### src/rtl/singlecycle_pkg.sv
// Shared types and constants for the singlecycle core.
package singlecycle_pkg;

  typedef enum logic [1:0] {
    IDLE = 2'd0,
    BUSY = 2'd1,
    DONE = 2'd2
  } lsu_state_e;

  localparam logic [2:0] F3_B  = 3'b000;
  localparam logic [2:0] F3_H  = 3'b001;
  localparam logic [2:0] F3_W  = 3'b010;
  localparam logic [2:0] F3_BU = 3'b100;
  localparam logic [2:0] F3_HU = 3'b101;

endpackage

### src/rtl/lsu_align.sv
// Combinational datapath for the LSU: request fault decode, byte mask and
// store-lane replication, plus load-lane extraction and sign/zero extension.
module lsu_align
  import singlecycle_pkg::*;
#(
  parameter int ADDR_W = 18
) (
  input  logic [31:0] req_addr,
  input  logic [2:0]  req_funct3,
  input  logic        req_wren,
  input  logic [31:0] req_wdata,
  output logic [3:0]  req_bmask,
  output logic [31:0] req_wdata_rep,
  output logic        req_fault,
  input  logic [1:0]  rsp_addr_lo,
  input  logic [2:0]  rsp_funct3,
  input  logic [31:0] rsp_raw,
  output logic [31:0] rsp_rdata
);

  logic        misaligned;
  logic        illegal;
  logic        out_of_range;
  logic [31:0] shifted;

  always_comb begin
    misaligned = 1'b0;
    case (req_funct3)
      F3_W:        misaligned = (req_addr[1:0] != 2'b00);
      F3_H, F3_HU: misaligned = req_addr[0];
      default:     misaligned = 1'b0;
    endcase
  end

  // Stores only have B/H/W encodings; loads reject the three unused slots.
  assign illegal = req_wren ? (req_funct3 > F3_W)
                            : (req_funct3 == 3'b011 || req_funct3 == 3'b110 ||
                               req_funct3 == 3'b111);
  assign out_of_range = |req_addr[31:ADDR_W];
  assign req_fault    = misaligned | illegal | out_of_range;

  always_comb begin
    req_bmask     = 4'b1111;
    req_wdata_rep = req_wdata;
    if (req_wren) begin
      case (req_funct3)
        F3_B: begin
          req_bmask     = 4'b0001 << req_addr[1:0];
          req_wdata_rep = {4{req_wdata[7:0]}};
        end
        F3_H: begin
          req_bmask     = 4'b0011 << {req_addr[1], 1'b0};
          req_wdata_rep = {2{req_wdata[15:0]}};
        end
        default: begin
          req_bmask     = 4'b1111;
          req_wdata_rep = req_wdata;
        end
      endcase
    end
  end

  assign shifted = rsp_raw >> {rsp_addr_lo, 3'b000};

  always_comb begin
    rsp_rdata = shifted;
    case (rsp_funct3)
      F3_B:    rsp_rdata = {{24{shifted[7]}}, shifted[7:0]};
      F3_H:    rsp_rdata = {{16{shifted[15]}}, shifted[15:0]};
      F3_BU:   rsp_rdata = {24'd0, shifted[7:0]};
      F3_HU:   rsp_rdata = {16'd0, shifted[15:0]};
      default: rsp_rdata = shifted;
    endcase
  end

endmodule

### src/rtl/lsu.sv
// Load-store unit: one VALID/READY memory transaction per load/store, core
// stalled from request until the cycle after READY; faults complete with no access.
module lsu
  import singlecycle_pkg::*;
#(
  parameter int ADDR_W = 18
) (
  input  logic              i_clk,
  input  logic              i_rst_n,
  input  logic              i_lsu_en,
  input  logic              i_lsu_wren,
  input  logic [2:0]        i_lsu_funct3,
  input  logic [31:0]       i_lsu_addr,
  input  logic [31:0]       i_lsu_wdata,
  output logic [31:0]       o_lsu_rdata,
  output logic              o_lsu_stall,
  output logic              o_lsu_fault,
  output logic [ADDR_W-1:0] o_ADDR,
  output logic [31:0]       o_WDATA,
  output logic [3:0]        o_BMASK,
  output logic              o_WREN,
  input  logic [31:0]       i_RDATA,
  output logic              o_VALID,
  input  logic              i_READY
);

  lsu_state_e  state_q, state_d;
  logic [2:0]  funct3_q;
  logic [3:0]  req_bmask;
  logic [31:0] req_wdata_rep;
  logic [31:0] ld_data;
  logic        req_fault;
  logic        idle;
  logic        accept;

  lsu_align #(.ADDR_W(ADDR_W)) u_align (
    .req_addr      (i_lsu_addr),
    .req_funct3    (i_lsu_funct3),
    .req_wren      (i_lsu_wren),
    .req_wdata     (i_lsu_wdata),
    .req_bmask     (req_bmask),
    .req_wdata_rep (req_wdata_rep),
    .req_fault     (req_fault),
    .rsp_addr_lo   (o_ADDR[1:0]),
    .rsp_funct3    (funct3_q),
    .rsp_raw       (i_RDATA),
    .rsp_rdata     (ld_data)
  );

  assign idle        = (state_q == IDLE);
  assign o_lsu_fault = i_lsu_en & idle & req_fault;
  assign accept      = i_lsu_en & idle & ~req_fault;
  // DONE releases the core; the frozen instruction retires on that edge.
  assign o_lsu_stall = i_lsu_en & (state_q != DONE) & ~o_lsu_fault;

  always_ff @(posedge i_clk) begin
    if (!i_rst_n) state_q <= IDLE;
    else          state_q <= state_d;
  end

  always_comb begin
    state_d = state_q;
    o_VALID = 1'b0;
    case (state_q)
      IDLE: if (accept) state_d = BUSY;
      BUSY: begin
        o_VALID = 1'b1;
        if (i_READY) state_d = DONE;
      end
      DONE:    state_d = IDLE;
      default: state_d = IDLE;
    endcase
  end

  always_ff @(posedge i_clk) begin
    if (!i_rst_n) begin
      o_ADDR      <= '0;
      o_WDATA     <= '0;
      o_BMASK     <= '0;
      o_WREN      <= 1'b0;
      funct3_q    <= '0;
      o_lsu_rdata <= '0;
    end else begin
      if (accept) begin
        o_ADDR   <= i_lsu_addr[ADDR_W-1:0];
        o_WDATA  <= req_wdata_rep;
        o_BMASK  <= req_bmask;
        o_WREN   <= i_lsu_wren;
        funct3_q <= i_lsu_funct3;
      end
      if (state_q == BUSY && i_READY && !o_WREN) o_lsu_rdata <= ld_data;
    end
  end

endmodule

### config.mk
export PLATFORM = sky130hd
export DESIGN_NAME = lsu
export DESIGN_NICKNAME = d
export VERILOG_FILES = /design/src/rtl/singlecycle_pkg.sv /design/src/rtl/lsu_align.sv /design/src/rtl/lsu.sv
export SDC_FILE = /design/constraint.sdc
export NUM_CORES = 1
export LEC_CHECK = 0
export ABC_AREA = 1
export CORE_ASPECT_RATIO = 1.25
export CORE_MARGIN = 2
export CORE_UTILIZATION = 40
export CTS_CLUSTER_SIZE = 12
export DETAILED_ROUTE_END_ITERATION = 10
export GPL_TIMING_DRIVEN = 0
export PLACE_DENSITY = 0.74
export SYNTH_ARGS = -nofsm -noshare
export SYNTH_HDL_FRONTEND = slang
export SYNTH_HIERARCHICAL = 1
export SYNTH_SLANG_ARGS = --single-unit
export TNS_END_PERCENT = 10
### constraint.sdc
create_clock -name i_clk -period 1.9 [get_ports i_clk]
set_clock_uncertainty 0.05 [all_clocks]
set_input_delay 0.38 -clock i_clk [delete_from_list [all_inputs] [get_ports i_clk]]
set_output_delay 0.38 -clock i_clk [all_outputs]
set_load 0.1 [all_outputs]
# Word level (Yosys, flattened, before mapping)
# Index checks and enable logic that the tools add are counted.
# totals
input_bits,104
output_inout_bits,90
regBits,92
# classes
order_cmp,1
bitwise_logic,9
shift,3
n_reduce_logical,12
n_mux,11
n_eq_ne,13
# op_table
operator,count
$pmux 32 s4,1
$pmux 32 s2,1
$mux 32,1
$shr 32x5->32,1
$eq 3x3->1 const B,5
$reduce_or 14->1,1
$pmux 4 s2,1
$eq 3x1->1 const B,2
$eq 3x2->1 const B,2
$logic_not 3->1,2
$and 1x1->1,5
$mux 2,2
$mux 4,1
$ne 2x2->1 const B,2
$pmux 2 s2,1
$shl 1x2->4 const A,1
$shl 2x2->4 const A,1
$gt 3x2->1 const B,1
$eq 2x1->1 const B,1
$logic_and 1x1->1,2
$logic_not 2->1,1
$logic_or 1x1->1,2
$mux 1,2
$ne 2x1->1 const B,1
7 further kinds,9

# Logic depth before layout (Yosys ltp)
# depth
ltp_word,10
mapped_depth,11
ltp_nobuf,9

# Cells and area by module
# Netlist, hierarchy kept.
# by_module_without_submodules
module,instances,seq_area_each_um2,area_each_um2,cells_per_inst
lsu,1,1841.8,3618.5,485
lsu_align,1,0.0,1338.8,292

# Worst setup path before layout
# No wires, ideal clock.
# synth_path
kind,input to output
from,in i_lsu_funct3[0]
to,out o_lsu_stall
t_arrival_ns,2.622
stages,10
t_required_ns,1.470
setup_slack_ns,-1.152
cell_sequence,buf_2 > nand2_1 > nand3_1 > a21oi_1 > nand2_1 > nor2_4 > buf_2 > buf_6 > nor2_1 > nor2_1
# synth_between
elab_chain_cells,9
# synth_lines
element,line_no,text
"start, declared",lsu.sv:12,"input logic [2:0] i_lsu_funct3,"
branches (longest 4 deep; another with $eq 3x3->1),--,
$or 1x1->1 * (2 in series),lsu_align.sv:40,assign req_fault = misaligned | illegal | out_of_range;
via req_fault,lsu.sv:32,logic req_fault;
$and 1x1->1 *,lsu.sv:51,assign o_lsu_fault = i_lsu_en & idle & req_fault;
$not 1->1 *,lsu.sv:54,assign o_lsu_stall = i_lsu_en & (state_q != DONE) & ~o_lsu_fault;
$and 1x1->1 *,lsu.sv:54,
"end, declared",lsu.sv:16,"output logic o_lsu_stall,"
# Mark *: on every way through the listed nets, which the timed path passes.

# Final worst setup path
# Ends and elaborated chain as after synthesis.

==> results.cfg <==
[pwr]
clkPwrFrac = 0.434
p_per_area_mw_per_mm2 = 574.0
p_sw_frac = 0.2485
switching_power_w = 0.001081
vdd_ir_drop_max_mv = 0.4029
p_seq_frac = 0.443
intPower_w = 0.003270
p_leak_nw = 3.085
p_comb_frac = 0.123

[die]
core_sq_mm = 0.01211
die_w_microns = 103.6
num_rows = 45
start_util = 0.4095
dieArea_sq_mm = 0.01331
io_pins = 194
dieHeight_microns = 128.5

[setup_path]
cp-startpoint = i_lsu_funct3[0]
critPathCaptureType = output port
cp.arrival_ns = 1.49
rr_startpoint = o_ADDR[1]
criticalPathCategory = primary input to output port
crit_required_ns = 1.47
startpoint_type = primary input
crit_fanout = 4

[routing]
num_vias = 5709
first_pass_iters = 7
vias_per_cell = 4.947
ant_nets = 0
wl_per_cell_microns = 14.54
finalWirelength_mm = 16.78
drt_drc_violations_left = 0
drt_iter0_drc = 241

[synthesis]
synth_area_per_cell_sq_um = 6.380
syn_area_sq_mm = 0.004957
synth.net_count = 881
netlist_instances = 777
ys_seq_area_frac = 0.3715
ys_async_sr_fraction = 0
synth_edf_count = 0
synth_ff_type = dfxtp_1
yosys_warnings = 6
ys_seq_elements = 92
synth.distinct_cells = 24

[placed_design]
place_ws_ns = -1.885
place.gp.congestion = 0.9180
placed_cell_area_sq_mm = 0.007104
port_buffers = 191
hpwl_mm = 12.73

[cells_and_area]
drive_gt1_frac = 0.2121
num_antenna_cells = 0
fill_cells = 1186
finalCoreUtilization = 0.6263
areaGrowthSynthToFinish_pct = 52.93
final_area_sq_mm = 0.007581
final_cell_mix = nand2_1, dfxtp_1, nand3_1, clkdlybuf4s15_2, clkdlybuf4s50_1
final_nets = 1089
mostFrequentLayoutCell = nand2_1

[sta]
setup_viol = 1
slew_headroom = 0.6140
tightest_slew_ns = 0.5818
slew_viol_final = 0
finalCritPeriodShare = 1.013
hold_viol = 0
rsz0062_at_grt = yes
max_freq_mhz = 519.7
period_needed_ns = 1.924
fin_ws_ns = -0.02419

[cts]
clk_path_buf_depth = 2
clkTransAtPathRegs_ns = 0.06
cts_tree = built
cts_root_buf = clkbuf_16
cts_inserted_buffers = 9
clkSinkCount = 92
ctsHoldBuffers = 0
htree_levels = 3
insertion_delay_ns = 0.34

[grt]
antenna_found_initial = 0
grt_pass1_wl_mm = 26.60
grt_usage = 0.2466
grt_pass1_vias = 5545
grt_max_degree = 19
grt-ovfl-total = 0

[outcome]
violations = negative setup slack
status = complete, but fails checks

[worst_hold_path]
worstHoldStart = i_rst_n
hold_class = primary input to register

[job]
cap_violations = 0
cell families after synthesis:
| family | Yosys count | synth area share |
|---|---|---|
| AO/OA/AOI/OAI | 118 | 0.1199 |
| buffers and inverters | 126 | 0.1224 |
| flip-flops | 92 | 0.3715 |
| AND/OR/NAND/NOR | 441 | 0.3862 |
power groups by stage:
stage	clock, W	combinational (W)	sequential, W
CTS	0.00191	0.000528	0.00193
global route	0.00200	0.000583	0.00193
floorplan	0	0.000226	0.00197
finish	0.00189	0.000535	0.00193
global placement	0	0.000524	0.00197
detailed placement	0	0.000525	0.00197
synth_stat cells, types with 5 or more instances:
library cell | count | area [sq um]
nor2_1 | 86 | 322.8
buf_1 | 5 | 18.77
inv_1 | 55 | 206.5
buf_4 | 18 | 135.1
nand2_1 | 220 | 825.8
dfxtp_1 | 92 | 1842
o21ai_0 | 40 | 200.2
clkbuf_1 | 16 | 60.06
buf_6 | 5 | 56.30
buf_2 | 23 | 115.1
nand3_1 | 88 | 440.4
nand4_1 | 33 | 206.5
a21oi_1 | 77 | 385.4
metal layers:
metal,GRT usage,vias to the layer above,wire length [microns],share of wire
met5,0,-,0,0
met2,0.4480,212,8343,0.50
li1,-,2925,-,-
met4,0.1351,0,753,0.045
met1,0.2674,2524,6584,0.39
met3,0.05674,48,1098,0.065
worst paths after layout:
check	end	slack, ns	cells past startpoint
setup / recovery	o_lsu_stall	-0.02	10
hold / removal	o_lsu_rdata[16]	0.28	3
setup reg to reg	o_lsu_rdata[8]	0.17	9
hold reg to reg	o_ADDR[2]	0.41	2
layout make-up:
cell class	instances	area [sq um]	area share
buffer	64	377.9	0.04984
clock buffer	10	239.0	0.03152
clock inverter	6	71.32	0.009407
inverter	59	221.5	0.02921
multi-input combinational	559	2580	0.3403
sequential	92	1846	0.2434
tap	164	205.2	0.02707
timing repair buffer	200	2041	0.2692
registers in the layout (all words and copies together), names as in the netlist:
signal,flops
funct3_q,3
o_BMASK,4
state_q,2
o_WREN,1
o_WDATA,32
o_lsu_rdata,32
o_ADDR,18
critical path, cell delays in order:
cell and delay (ns):
buf_8 0.10, buf_6 0.11, nand2_2 0.05, nand3_2 0.08, a21oi_2 0.15, nand2_2 0.10, nor2_4 0.16, nor2_4 0.06
nor2_4 0.12, buf_12 0.18
per-stage QoR:
step	setup TNS [ns]	hold WS [ns]	power [W]	cells
3_5_place_dp	-38.32	0.4007	0.002497	1132
3_3_place_gp	-38.36	0.3968	0.002495	1132
4_1_cts	-0.09433	0.2701	0.004369	1153
5_1_grt	-0.03707	0.2849	0.004513	1154
6_report	-0.02419	0.2799	0.004351	1154
2_1_floorplan	-0.5463	0.4030	0.002198	777
what timing repair did:
action,CTS,global route
endpoints found under the setup margin,149,3
gates resized for setup,350,35
pin swaps,18,19
buffers inserted,7,2
(Power assumes the default switching activity.)
